**config.mk**
```make
export PLATFORM = sky130hd
export DESIGN_NAME = decode_ctrl
export DESIGN_NICKNAME = d
export VERILOG_FILES = /design/src/rtl/decode_ctrl.sv
export SDC_FILE = /design/constraint.sdc
export NUM_CORES = 1
export LEC_CHECK = 0
export ABC_AREA = 1
export CORE_ASPECT_RATIO = 1.2
export CORE_MARGIN = 5
export CORE_UTILIZATION = 48
export CTS_CLUSTER_SIZE = 12
export DETAILED_ROUTE_END_ITERATION = 16
export PLACE_DENSITY_LB_ADDON = 0.12
export SYNTH_ARGS = -nofsm -noshare
export SYNTH_HDL_FRONTEND = slang
export SYNTH_SLANG_ARGS = --single-unit
```
**constraint.sdc**
```tcl
create_clock -name clk -period 5.61 [get_ports clk]
set_clock_uncertainty 0.15 [all_clocks]
set_input_delay 1.122 -clock clk [delete_from_list [all_inputs] [get_ports clk]]
set_output_delay 1.122 -clock clk [all_outputs]
set_load 0.05 [all_outputs]
```
**src/rtl/decode_ctrl.sv**
```systemverilog
// Decode-stage controller: 2-entry skid buffer, opcode classification, immediate select.
// Optional DECODE_PERF_EN adds saturating stall_cnt / illegal_cnt outputs.

module imm_gen (
    input  logic [31:7] instr,
    output logic [31:0] imm_i,
    output logic [31:0] imm_s,
    output logic [31:0] imm_b,
    output logic [31:0] imm_u,
    output logic [31:0] imm_j
);
    always_comb begin
        imm_i = {{20{instr[31]}}, instr[31:20]};
        imm_s = {{20{instr[31]}}, instr[31:25], instr[11:7]};
        imm_b = {{19{instr[31]}}, instr[31], instr[7], instr[30:25], instr[11:8], 1'b0};
        imm_u = {instr[31:12], 12'b0};
        imm_j = {{11{instr[31]}}, instr[31], instr[19:12], instr[20], instr[30:21], 1'b0};
    end
endmodule

module decode_ctrl #(
    parameter logic [31:0] RESET_INSTR = 32'h0000_0013
) (
    input  logic        clk,
    input  logic        rst,
    input  logic        flush,
    input  logic        in_valid,
    input  logic [31:0] in_instr,
    input  logic [31:0] in_pc,
    output logic        in_ready,
    output logic        out_valid,
    input  logic        out_ready,
    output logic [31:0] out_instr,
    output logic [31:0] out_pc,
    output logic [2:0]  imm_sel,
    output logic [31:0] imm,
    output logic        illegal
`ifdef DECODE_PERF_EN
    ,
    output logic [31:0] stall_cnt,
    output logic [31:0] illegal_cnt
`endif
);
    typedef enum logic [1:0] {EMPTY = 2'd0, BUSY = 2'd1, FULL = 2'd2} state_e;

    localparam logic [2:0] SEL_NONE = 3'd0, SEL_I = 3'd1, SEL_S = 3'd2,
                           SEL_B = 3'd3, SEL_U = 3'd4, SEL_J = 3'd5;

    state_e      state_q, state_d;
    logic        out_valid_q, in_ready_q;
    logic [31:0] main_instr_q, main_instr_d, main_pc_q, main_pc_d;
    logic [2:0]  main_sel_q, main_sel_d;
    logic        main_ill_q, main_ill_d;
    logic [31:0] skid_instr_q, skid_instr_d, skid_pc_q, skid_pc_d;
    logic [2:0]  skid_sel_q, skid_sel_d;
    logic        skid_ill_q, skid_ill_d;
    logic [2:0]  in_sel;
    logic        in_ill;
    logic        accept, consume;

    // Classification of the incoming word, stored alongside the entry.
    always_comb begin
        in_sel = SEL_NONE;
        in_ill = 1'b0;
        case (in_instr[6:0])
            7'b0000011, 7'b0010011, 7'b1100111,
            7'b1110011, 7'b0001111: in_sel = SEL_I;
            7'b0100011:             in_sel = SEL_S;
            7'b1100011:             in_sel = SEL_B;
            7'b0110111, 7'b0010111: in_sel = SEL_U;
            7'b1101111:             in_sel = SEL_J;
            7'b0110011:             in_sel = SEL_NONE;
            default:                in_ill = 1'b1;
        endcase
    end

    assign accept  = in_valid & in_ready_q;
    assign consume = out_valid_q & out_ready;

    always_comb begin
        state_d      = state_q;
        main_instr_d = main_instr_q;
        main_pc_d    = main_pc_q;
        main_sel_d   = main_sel_q;
        main_ill_d   = main_ill_q;
        skid_instr_d = skid_instr_q;
        skid_pc_d    = skid_pc_q;
        skid_sel_d   = skid_sel_q;
        skid_ill_d   = skid_ill_q;
        if (flush) begin
            state_d = EMPTY;
        end else begin
            case (state_q)
                EMPTY: if (accept) begin
                    state_d      = BUSY;
                    main_instr_d = in_instr;
                    main_pc_d    = in_pc;
                    main_sel_d   = in_sel;
                    main_ill_d   = in_ill;
                end
                BUSY: begin
                    if (accept && consume) begin
                        main_instr_d = in_instr;
                        main_pc_d    = in_pc;
                        main_sel_d   = in_sel;
                        main_ill_d   = in_ill;
                    end else if (accept) begin
                        state_d      = FULL;
                        skid_instr_d = in_instr;
                        skid_pc_d    = in_pc;
                        skid_sel_d   = in_sel;
                        skid_ill_d   = in_ill;
                    end else if (consume) begin
                        state_d = EMPTY;
                    end
                end
                FULL: if (consume) begin
                    state_d      = BUSY;
                    main_instr_d = skid_instr_q;
                    main_pc_d    = skid_pc_q;
                    main_sel_d   = skid_sel_q;
                    main_ill_d   = skid_ill_q;
                end
                default: state_d = EMPTY;
            endcase
        end
    end

    always_ff @(posedge clk or posedge rst) begin
        if (rst) begin
            state_q      <= EMPTY;
            out_valid_q  <= 1'b0;
            in_ready_q   <= 1'b1;
            main_instr_q <= RESET_INSTR;
            main_pc_q    <= '0;
            main_sel_q   <= SEL_NONE;
            main_ill_q   <= 1'b0;
            skid_instr_q <= RESET_INSTR;
            skid_pc_q    <= '0;
            skid_sel_q   <= SEL_NONE;
            skid_ill_q   <= 1'b0;
        end else begin
            state_q      <= state_d;
            out_valid_q  <= (state_d != EMPTY);
            in_ready_q   <= (state_d != FULL);
            main_instr_q <= main_instr_d;
            main_pc_q    <= main_pc_d;
            main_sel_q   <= main_sel_d;
            main_ill_q   <= main_ill_d;
            skid_instr_q <= skid_instr_d;
            skid_pc_q    <= skid_pc_d;
            skid_sel_q   <= skid_sel_d;
            skid_ill_q   <= skid_ill_d;
        end
    end

    logic [31:0] imm_i, imm_s, imm_b, imm_u, imm_j;

    imm_gen u_imm_gen (
        .instr (main_instr_q[31:7]),
        .imm_i (imm_i),
        .imm_s (imm_s),
        .imm_b (imm_b),
        .imm_u (imm_u),
        .imm_j (imm_j)
    );

    always_comb begin
        case (main_sel_q)
            SEL_I:   imm = imm_i;
            SEL_S:   imm = imm_s;
            SEL_B:   imm = imm_b;
            SEL_U:   imm = imm_u;
            SEL_J:   imm = imm_j;
            default: imm = '0;
        endcase
    end

    assign out_valid = out_valid_q;
    assign in_ready  = in_ready_q;
    assign out_instr = main_instr_q;
    assign out_pc    = main_pc_q;
    assign imm_sel   = main_sel_q;
    assign illegal   = main_ill_q;

`ifdef DECODE_PERF_EN
    logic [31:0] stall_cnt_q, stall_cnt_d, illegal_cnt_q, illegal_cnt_d;

    always_comb begin
        stall_cnt_d   = stall_cnt_q;
        illegal_cnt_d = illegal_cnt_q;
        if (out_valid_q && !out_ready && stall_cnt_q != '1)
            stall_cnt_d = stall_cnt_q + 32'd1;
        if (consume && main_ill_q && illegal_cnt_q != '1)
            illegal_cnt_d = illegal_cnt_q + 32'd1;
    end

    always_ff @(posedge clk or posedge rst) begin
        if (rst) begin
            stall_cnt_q   <= '0;
            illegal_cnt_q <= '0;
        end else begin
            stall_cnt_q   <= stall_cnt_d;
            illegal_cnt_q <= illegal_cnt_d;
        end
    end

    assign stall_cnt   = stall_cnt_q;
    assign illegal_cnt = illegal_cnt_q;
`endif
endmodule

```
==> summary.md, run 1 <==
| Metric | Value |
|---|---|
| Fin worst setup slack | 1290 ps |
| Initial detailed-routing violation count | 400 |
| Post-Synthesis Mean Instance Area | 8.13 um2 |
| Final Net Count | 1028 |
| Setup Viol. Count Final | 0 |
| Number of top-level design ports | 171 |
| Area of the multi-input gates | 2380 um2 |
| Post-Syn Instances | 810 |
| Unrepaired setup endpoints after global routing | no |
| Final HPWL from detailed placement | 10600 um |
| Critical Path Start | imm_sel[2] |
| Die outline height | 138 um |
| Number of buffers added by the clock tree synthesis step | 17 |
| Vias | 5683 |
| Start-to-end type of the worst setup path | reg -> out |
| Global Route Usage Sum | 20.9% |
| Number of global-route vias before repair | 5390 |
| Initial Utilization | 48.3% |
| Clock slew at reported path FFs | 50 ps |
| Max Freq | 0.231 GHz |
| Post-CTS Hold Buffers | 0 |
| Total number of yosys warnings | 0 |
| Run status | finished, final reports clean |
| Required time at the worst-slack endpoint | 4340 ps |
| Placeable core area | 13600 um2 |
| Number of cell instances on the worst register-to-register path | 6 |
| Die area | 16200 um2 |
| CTS Root Cell | sky130_fd_sc_hd__clkbuf_16 |
| Clock H-tree levels | 4 |
| Total instance count after detailed placement | 1111 |
| Pin count of the biggest net entering global routing | 81 |
| Final worst path period need | 4320 ps |
| Growth of design area from synthesis to finish | 33.9% |
| Ratio of final minimum period to clock period | 77.1% |
| Number of clock sinks | 140 |
| Register-to-register path setup slack | 2940 ps |
| GRT Residual Overflow | 0 |
| Remaining antenna violation count after routing | 0 |
| Post-Place Worst Slack | 1750 ps |
| Detailed-router iteration count before antenna repair | 5 |
| Number of cells on the worst hold path | 2 |
| Cell Rows | 47 |
| Reg2reg end | imm_sel[1] |
| Global-route wire length before repair | 26900 um |
| GR Layer Usage met2 | 31.5% |
| Share of post-route cells with drive strength above 1 | 5.45% |
| Leakage power | 0.00419 uW |
| Clock latency reported for the late side of the worst-skew pair | 420 ps |
| Syn Std Cell Area | 6590 um2 |
| Data arrival, critical path | 3050 ps |
| Post-route insts no fill | 1144 |
| Via-per-instance ratio | 4.97 |
| Layer carrying the most global-route usage | met2 |
| Met1 usage | 28.3% |
| Power density normalized to cell area | 570 nW/um2 |
| CP Launch Type | flop |
| Maximum buffer depth of the clock tree | 2 |
| Die X | 117 um |
| Maximum fanout along the worst path | 11 |
| Setup total negative slack | 0 ps |
| Launch instance of the worst register-to-register path | state_q[1] |
| Port Buf Inserts | 170 |
| Pins Over Slew Limit | 0 |
| Unique cell type count in the Yosys netlist | 26 |
| Start point of the worst hold path | out_instr[4] |
| Number of gates resized after cts | 0 |
| Fill cell instance count of the final layout | 1234 |
| Final hold violation count | 0 |
| Pin slew with the least headroom to its limit | 909 ps |
| Routed WL per cell | 14.2 um |
| Headroom to the max-slew limit | 39.3% |
| Final weighted congestion in routability-driven placement | 0.793 |
| End point of the most critical hold path | out_instr[4] |
| Sequential element share of the synthesized area | 53.3% |
| Post CTS Setup Buffer Count | 0 |
| Class of the worst hold path | reg -> reg |
| Detailed-route DRC error count | 0 |
| Synthesized Nets | 879 |
| GR Layer Usage met3 | 5.33% |
| Kind of end point of the critical path | output port |
| Sequential standard cell area | 3510 um2 |
| Number of antenna violations at the first check in global routing | 1 |
| Routed Wire Length | 16300 um |
| Maxcap violations | 0 |
| Clock tree from TritonCTS | done |
| Worst IR drop on VDD | 0.349 mV |
| Number of synthesized register bits | 140 |
[cells in the final DEF (no fill, tap or decap)]
cell type,count
sky130_fd_sc_hd__nand2_4,1
sky130_fd_sc_hd__o211ai_1,49
sky130_fd_sc_hd__buf_4,5
sky130_fd_sc_hd__o21ai_0,83
sky130_fd_sc_hd__clkbuf_16,17
sky130_fd_sc_hd__dfrtp_1,133
sky130_fd_sc_hd__clkbuf_8,3
sky130_fd_sc_hd__a22o_1,1
sky130_fd_sc_hd__inv_4,1
sky130_fd_sc_hd__inv_2,4
sky130_fd_sc_hd__nor2_1,31
sky130_fd_sc_hd__nand3b_1,1
sky130_fd_sc_hd__inv_6,1
sky130_fd_sc_hd__diode_2,1
sky130_fd_sc_hd__dfstp_2,7
sky130_fd_sc_hd__a21oi_1,2
sky130_fd_sc_hd__o2111ai_1,1
sky130_fd_sc_hd__clkbuf_1,1
sky130_fd_sc_hd__nand2_1,302
sky130_fd_sc_hd__o22ai_1,4
sky130_fd_sc_hd__nand3_1,15
sky130_fd_sc_hd__clkdlybuf4s50_1,170
sky130_fd_sc_hd__clkinvlp_4,2
sky130_fd_sc_hd__o21ai_1,30
sky130_fd_sc_hd__clkinv_2,5
sky130_fd_sc_hd__bufinv_16,2
sky130_fd_sc_hd__clkinv_4,2
sky130_fd_sc_hd__nand4_1,2
sky130_fd_sc_hd__inv_1,94
sky130_fd_sc_hd__nor2_4,3
[how the worst max path moves through the flow]
| stage | to |
|---|---|
| after floorplan | illegal |
| after global placement | imm[20] |
| after detailed placement | imm[20] |
| after CTS | imm[28] |
| after global routing | imm[28] |
| final | imm[28] |
[Yosys cell counts (all sizes together)]
library cell  instances  area [um2]
o211ai               49         368
a21oi                 2        10.0
dfrtp               133        3330
o2111ai               1        8.76
a22o                  1        8.76
o22ai                 4        25.0
nand3b                1        7.51
nand3                15        75.1
o21ai               113         566
clkbuf               24         143
buf                  21         176
nand4                 2        12.5
nor2                 34         150
nand2               303        1140
inv                 100         378
dfstp                 7         184
[worst max-delay path, stage by stage (launching register included)]
cell                              delay, ps
sky130_fd_sc_hd__dfrtp_1                410
sky130_fd_sc_hd__inv_1                   50
sky130_fd_sc_hd__nor2_1                 560
sky130_fd_sc_hd__nand2_1                430
sky130_fd_sc_hd__o21ai_0                310
sky130_fd_sc_hd__clkdlybuf4s50_1        860
[metrics by stage]
step	total power (uW)	hold WS, ps	instance area (um2)	util, %
after global routing	5320	332	8810	64.6
after global placement	3920	305	8220	60.3
after floorplan	3200	300	6590	-
final	5030	322	8810	64.6
after CTS	5070	323	8810	64.6
after detailed placement	3940	314	8220	60.3
[power by group]
| group | switching, uW | internal (uW) | leakage, uW | total (uW) |
|---|---|---|---|---|
| Combinational | 1540 | 709 | 0.00217 | 2250 |
| Clock | 426 | 687 | 0.000289 | 1110 |
| Sequential | 207 | 1460 | 0.00172 | 1670 |
[state kept, by name (all words and copies together) (netlist names)]
name / count
out_pc: 32
out_instr: 32
skid_sel_q: 3
in_ready: 1
skid_ill_q: 1
skid_instr_q: 32
illegal: 1
imm_sel: 3
state_q: 2
skid_pc_q: 32
out_valid: 1
[cell type report]
type                            instances  share of cell area (%)
Sequential cell                       140                    39.8
Tap cell                              171                    2.43
Inverter                              100                    4.34
Clock inverter                         11                    1.33
Multi-Input combinational cell        525                    27.0
Timing Repair Buffer                  175                    19.7
Clock buffer                           21                    5.34
Antenna cell                            1                  0.0284
[logic make-up (layout without fill, tap and decap cells)]
group | Yosys count | count (layout) | synth area share (%)
flops | 140 | 140 | 53.3
simple gates | 355 | 355 | 21.1
buf+inv | 145 | 307 | 10.6
other cells | 0 | 1 | 0
compound gates | 170 | 170 | 15.0
[per-layer routing]
metal  vias to the layer above  share of wire, %
li1                       2875                 -
met1                      2623                45
met2                       151                45
met3                        34               6.4
met4                         0               2.9
met5                         -                 0
No activity file was read; power rests on OpenSTA's default activity.
==> run 2: changes to the inputs <==
- CORE_UTILIZATION: 48 -> 44
- clock period: 5.61 -> 3.63 ns (I/O delays scaled with it)
==> run 2 against run 1 <==
  * Power grew 56%
  * Highest routed layer unchanged
  * Die area up 8.4%
  * Core utilization down 4.7 points
  * Design area rose by 0.91%
  * Combinational power up 54%
  * Critical endpoint is now imm[11]
  * Clock power is 60% higher
  * Cell count grew 3.2%
  * Via count is 0.49% lower
==> summary.md, run 2 (same netlist as run 1, synthesis figures left out) <==
| Metric | Value |
|---|---|
| Die X | 122 um (+4.1%) |
| Growth of design area from synthesis to finish | 35.1% |
| Post CTS Setup Buffer Count | 0 (unchanged) |
| Kind of end point of the critical path | output port |
| Die area | 17500 um2 (+8.4%) |
| Required time at the worst-slack endpoint | 2750 ps (-1590 ps) |
| Final hold violation count | 0 (unchanged) |
| Ratio of final minimum period to clock period | 93.3% |
| Placed inst area | 8290 um2 (+0.76%) |
| Port Buf Inserts | 170 (unchanged) |
| Number of clock sinks | 140 (unchanged) |
| Cell Rows | 49 (+4.3%) |
| Number of top-level design ports | 171 (unchanged) |
| Placeable core area | 14800 um2 (+8.7%) |
| Launch instance of the worst register-to-register path | state_q[1] |
| Initial Utilization | 44.4% (-3.9 points) |
| Start-to-end type of the worst setup path | reg -> out |
| Maximum fanout along the worst path | 9 (-2) |
| Routed WL per cell | 13.6 um (-4.4%) |
| Worst hold slack after final layout | 318 ps (-3.56 ps) |
| Clock slew at reported path FFs | 60 ps (about the same) |
| Detailed-router iteration count before antenna repair | 5 (unchanged) |
| Final weighted congestion in routability-driven placement | 0.803 (+1.2%) |
| Global Route Usage Sum | 19.4% (-1.5 points) |
| Data arrival, critical path | 2510 ps (-540 ps) |
| Headroom to the max-slew limit | 37.4% (-1.9 points) |
| Commonest non-fill, non-tap cell in the layout | sky130_fd_sc_hd__nand2_1 |
| Register-to-register path setup slack | 1400 ps (-1540 ps) |
| Run status | finished, final reports clean |
| Unrepaired setup endpoints after global routing | no |
| Power density normalized to cell area | 879 nW/um2 (+54%) |
| Ant. Diodes | 0 (-1) |
| Final design instance area without fill | 8890 um2 (+0.91%) |
| Pin count of the biggest net entering global routing | 141 (+74%) |
| Maxcap violations | 0 (unchanged) |
| Post-CTS Hold Buffers | 0 (unchanged) |
| Pins Over Slew Limit | 0 (unchanged) |
| GRT Residual Overflow | 0 (unchanged) |
| Detailed-route DRC error count | 0 (unchanged) |
| Die outline height | 144 um (+4.1%) |
| Setup total negative slack | 0 ps (unchanged) |
| CTS Root Cell | sky130_fd_sc_hd__clkbuf_16 |
| Pin slew with the least headroom to its limit | 938 ps (+28.9 ps) |
| Worst IR drop on VDD | 0.506 mV (+45%) |
| Critical Path Start | imm_sel[0] |
| Share of post-route cells with drive strength above 1 | 7.16% (+1.7 points) |
| Number of gates resized after cts | 0 (unchanged) |
| Number of global-route vias before repair | 5446 (+1.0%) |
| Clock latency reported for the late side of the worst-skew pair | 410 ps (about the same) |
| Remaining antenna violation count after routing | 0 (unchanged) |
| CP Launch Type | flop |
| Number of antenna violations at the first check in global routing | 0 (-1) |
| Clock tree from TritonCTS | done |
| Final Net Count | 1033 (+0.49%) |
| Class of the worst hold path | reg -> reg |
| Routed Wire Length | 16100 um (-1.4%) |
| Setup Viol. Count Final | 0 (unchanged) |
| Via-per-instance ratio | 4.79 (-3.6%) |
| Number of buffers added by the clock tree synthesis step | 17 (unchanged) |
| Clock H-tree levels | 4 (unchanged) |
| Vias | 5655 (-0.49%) |
| Final HPWL from detailed placement | 10800 um (+1.7%) |
| Global-route wire length before repair | 27200 um (+1.0%) |
| Max Freq | 0.295 GHz |
| Highest-count cells in the layout ignoring fill and taps | sky130_fd_sc_hd__nand2_1, sky130_fd_sc_hd__clkdlybuf4s50_1, sky130_fd_sc_hd__dfrtp_1 |
| Final worst path period need | 3390 ps |
| Leakage power | 0.00423 uW (+1.0%) |
| Start point of the worst hold path | out_instr[4] |
| Maximum buffer depth of the clock tree | 2 (unchanged) |
| Initial detailed-routing violation count | 302 (-25%) |
[run 2: layout make-up]
class,count,area (um2)
Clock buffer,18,439
Clock inverter,14,169
Fill cell,1377,5940
Inverter,100,382
Multi-Input combinational cell,525,2380
Sequential cell,140,3510
Tap cell,204,255
Timing Repair Buffer,180,1760
[run 2: path summary, 6_finish.rpt]
path | cells after the start | endpoint
worst min-delay path | 2 | out_instr[4]
worst max register to register | 7 | imm_sel[1]
max in group asynchronous | 3 | out_pc[28]
min in group asynchronous | 3 | out_pc[1]
worst min register to register | 2 | out_instr[4]
worst max-delay path | 7 | imm[11]
[run 2: worst max-delay path, cell delays in order, from the launching register on]
cell                              delay, ps
sky130_fd_sc_hd__dfrtp_1                430
sky130_fd_sc_hd__inv_1                   80
sky130_fd_sc_hd__nor2_1                  90
sky130_fd_sc_hd__inv_1                  100
sky130_fd_sc_hd__nor2_1                 130
sky130_fd_sc_hd__nand2_1                260
sky130_fd_sc_hd__nand4_1                190
sky130_fd_sc_hd__clkdlybuf4s50_1        820
[run 2: routing by layer]
layer	routed length (um)	global-route usage [%]	vias to the layer above	share of wire [%]
met5	0	0	-	0
met4	264	5.84	0	1.6
met3	1080	5.83	18	6.7
met2	7430	30.5	139	46
met1	7300	26.2	2615	45
li1	-	-	2883	-
[run 2: per-stage QoR]
step	std cells	total power (uW)	utilization [%]	setup slack [ps]
CTS	1181	7910	60.0	236
finish	1181	7820	60.0	242
detailed placement	1149	6090	55.9	689
global placement	1149	6060	55.9	748
floorplan	810	4940	-	574
global route	1181	8320	60.0	39.0
[run 2: power by group]
| part | total [uW] | switching, uW | internal (uW) | leakage (uW) |
|---|---|---|---|---|
| clock network | 1780 | 679 | 1100 | 0.000285 |
| logic | 3470 | 2370 | 1100 | 0.00222 |
| registers | 2580 | 318 | 2260 | 0.00172 |
| total | 7820 | 3370 | 4450 | 0.00423 |
==> run 3: changes to the inputs <==
- GPL_TIMING_DRIVEN: not set -> 0
==> run 3 against run 2 <==
  * Register-to-register slack better by 230 ps
  * Global-route usage is 2.8 points higher
  * Critical endpoint is now imm[12]
  * First-iteration DRC count is 19% higher
  * Setup slack worse by 9.8 ps
  * Worst hold slack worse by 6.9 ps
  * Core utilization is 2.7 points higher
  * Largest cell class unchanged
  * Clock power is 8% higher
==> summary.md, run 3 (same netlist as run 1, synthesis figures left out) <==
| Metric | Value |
|---|---|
| Cell Rows | 49 (unchanged) |
| CTS Root Cell | sky130_fd_sc_hd__clkbuf_16 |
| Switching power as a share of total power | 42.1% (-0.97 points) |
| Die X | 122 um (unchanged) |
| Number of clock sinks | 140 (unchanged) |
| Internal | 4680 uW (+5.1%) |
| Max Freq | 0.294 GHz (-0.29%) |
| Unrepaired setup endpoints after global routing | no |
| Clock slew at reported path FFs | 50 ps (about the same) |
| Maxcap violations | 0 (unchanged) |
| Start point of the worst hold path | out_instr[4] |
| Number of global-route vias before repair | 5948 (+9.2%) |
| Maximum buffer depth of the clock tree | 2 (unchanged) |
| Maximum single-stage delay on the critical path | 810 ps (about the same) |
| Final weighted congestion in routability-driven placement | 0.858 (+6.8%) |
| Pin count of the biggest net entering global routing | 40 (-72%) |
| Area of the multi-input gates | 2380 um2 (unchanged) |
| Die outline height | 144 um (unchanged) |
| Highest-count cells in the layout ignoring fill and taps | sky130_fd_sc_hd__nand2_1, sky130_fd_sc_hd__clkdlybuf4s50_1, sky130_fd_sc_hd__dfrtp_1 |
| Reg2reg end | skid_pc_q[29] |
| GRT Residual Overflow | 0 (unchanged) |
| Headroom to the max-slew limit | 44.3% (+6.9 points) |
| End point of the most critical hold path | out_instr[4] |
| Final worst path period need | 3400 ps (+9.79 ps) |
| Total instance count after detailed placement | 1187 (+3.3%) |
| Share of post-route cells with drive strength above 1 | 7.78% (+0.62 points) |
| Leakage power | 0.00458 uW (+8.3%) |
| Final Net Count | 1071 (+3.7%) |
| Detailed-router iteration count before antenna repair | 5 (unchanged) |
| Routed Wire Length | 18600 um (+16%) |
| Power share of the sequential group | 32.0% (-0.9 points) |
| Number of antenna violations at the first check in global routing | 0 (unchanged) |
| Layer carrying the most global-route usage | met2 |
| Setup total negative slack | 0 ps (unchanged) |
| Critical-path cell list | inv_1 > nor2_1 > inv_1 > nor2_1 > nand2_1 > nand3_1 > clkdlybuf4s50_1 |
| Number of cell instances on the worst register-to-register path | 6 (-1) |
| Share of power burned in combinational logic | 44.2% (about the same) |
| Final HPWL from detailed placement | 13600 um (+26%) |
| Placed inst area | 8610 um2 (+3.9%) |
| Post-route insts no fill | 1219 (+3.2%) |
| Kind of end point of the critical path | output port |
| Setup Viol. Count Final | 0 (unchanged) |
| Required time at the worst-slack endpoint | 2750 ps (about the same) |
| Data arrival, critical path | 2520 ps (about the same) |
| Number of buffers added by the clock tree synthesis step | 17 (unchanged) |
| Initial detailed-routing violation count | 359 (+19%) |
| Class of the worst hold path | reg -> reg |
| CP Launch Type | flop |
| Commonest non-fill, non-tap cell in the layout | sky130_fd_sc_hd__nand2_1 |
| Port Buf Inserts | 170 (unchanged) |
| Standard cell with the maximum stage delay on the critical path | sky130_fd_sc_hd__clkdlybuf4s50_1 |
| Combined buffer and inverter count along the critical path | 3 (unchanged) |
| Vias | 5903 (+4.4%) |
| Power density normalized to cell area | 869 nW/um2 (-1.2%) |
| Global-route wire length before repair | 30500 um (+12%) |
| Ant. Diodes | 0 (unchanged) |
| Initial Utilization | 44.4% (unchanged) |
| Sequential standard cell area | 3510 um2 (unchanged) |
| Run status | finished, final reports clean |
| Worst IR drop on VDD | 0.449 mV (-11%) |
| Post CTS Setup Buffer Count | 0 (unchanged) |
| Clock tree from TritonCTS | done |
| Start-to-end type of the worst setup path | reg -> out |
| Global Route Usage Sum | 22.2% (+2.8 points) |
| Post-Place Worst Slack | 599 ps (-89.3 ps) |
| Fin worst setup slack | 233 ps (-9.79 ps) |
| Category of cells accounting for the largest share of critical-path delay | buffers and inverters |
| Met1 usage | 28.7% (+2.5 points) |
| Placeable core area | 14800 um2 (unchanged) |
| Clock H-tree levels | 4 (unchanged) |
| Number of cells on the worst hold path | 2 (unchanged) |
| Remaining antenna violation count after routing | 0 (unchanged) |
| Register-to-register path setup slack | 1630 ps (+230 ps) |
| Clock latency reported for the late side of the worst-skew pair | 420 ps (about the same) |
| Die area | 17500 um2 (unchanged) |
| Pin slew with the least headroom to its limit | 834 ps (-104 ps) |
| Proportion of power drawn by the clock network | 23.8% (+1.1 points) |
| Ratio of final minimum period to clock period | 93.6% (+0.27 points) |
| Detailed-route DRC error count | 0 (unchanged) |
| GR Layer Usage met3 | 5.79% (-0.039 points) |
| NetSw | 3400 uW (+0.97%) |
| Fill cell instance count of the final layout | 1327 (-3.6%) |
| Via-per-instance ratio | 4.84 (+1.1%) |
| Number of top-level design ports | 171 (unchanged) |
| Routed WL per cell | 15.2 um (+12%) |
| Final design instance area without fill | 9300 um2 (+4.5%) |
| Final hold violation count | 0 (unchanged) |
| Growth of design area from synthesis to finish | 41.2% |
| Pins Over Slew Limit | 0 (unchanged) |
| Launch instance of the worst register-to-register path | in_ready |
| GR Layer Usage met2 | 37.1% (+6.6 points) |
| Maximum fanout along the worst path | 9 (unchanged) |
[run 3: how the worst max path moves through the flow]
stage | slack [ps] | cells past startpoint | startpoint | to
CTS | 140 | 7 | imm_sel[2] | imm[30]
detailed placement | 600 | 7 | imm_sel[2] | imm[30]
finish | 230 | 7 | imm_sel[0] | imm[12]
global route | 20 | 7 | imm_sel[0] | imm[16]
global placement | -340 | 2 | rst | skid_pc_q[29]
floorplan | 570 | 5 | imm_sel[2] | imm[20]
[run 3: repair_timing]
action	CTS	global route
resized for setup	0	11
endpoints found under the setup margin	0	11
hold buffers	0	0
[run 3: power by group through the flow]
stage	clock [uW]	combinational (uW)	sequential, uW
6_report	1930	3570	2590
5_1_grt	2030	3840	2670
4_1_cts	1950	3610	2590
3_5_place_dp	0	3580	2600
3_3_place_gp	0	3550	2590
2_1_floorplan	0	1300	3650
[run 3: through the flow]
step	utilization [%]	power, uW	hold slack, ps
finish	62.7	8080	311
global route	62.7	8540	345
CTS	62.5	8140	315
detailed placement	58.0	6190	305
global placement	57.6	6140	306
floorplan	-	4940	300
[run 3: per-layer routing]
metal | up-vias | part of all wire (%)
met5 | - | 0
met4 | 0 | 0.93
li1 | 2952 | -
met1 | 2771 | 44
met3 | 12 | 6.1
met2 | 168 | 49
[run 3: worst min-delay path: stages, from the launching register on]
cell,delay [ps]
sky130_fd_sc_hd__dfstp_2,360
sky130_fd_sc_hd__nand2_1,50
sky130_fd_sc_hd__nand2_1,40
[run 3: cell type report]
cell class | count | area share (%)
clock buffers | 24 | 5.50
multi-input cells | 525 | 25.6
flip-flops and latches | 140 | 37.8
clock inverters | 8 | 1.64
repair buffers | 173 | 19.2
inverters | 100 | 4.10
well taps | 204 | 2.75
plain buffers | 45 | 3.43
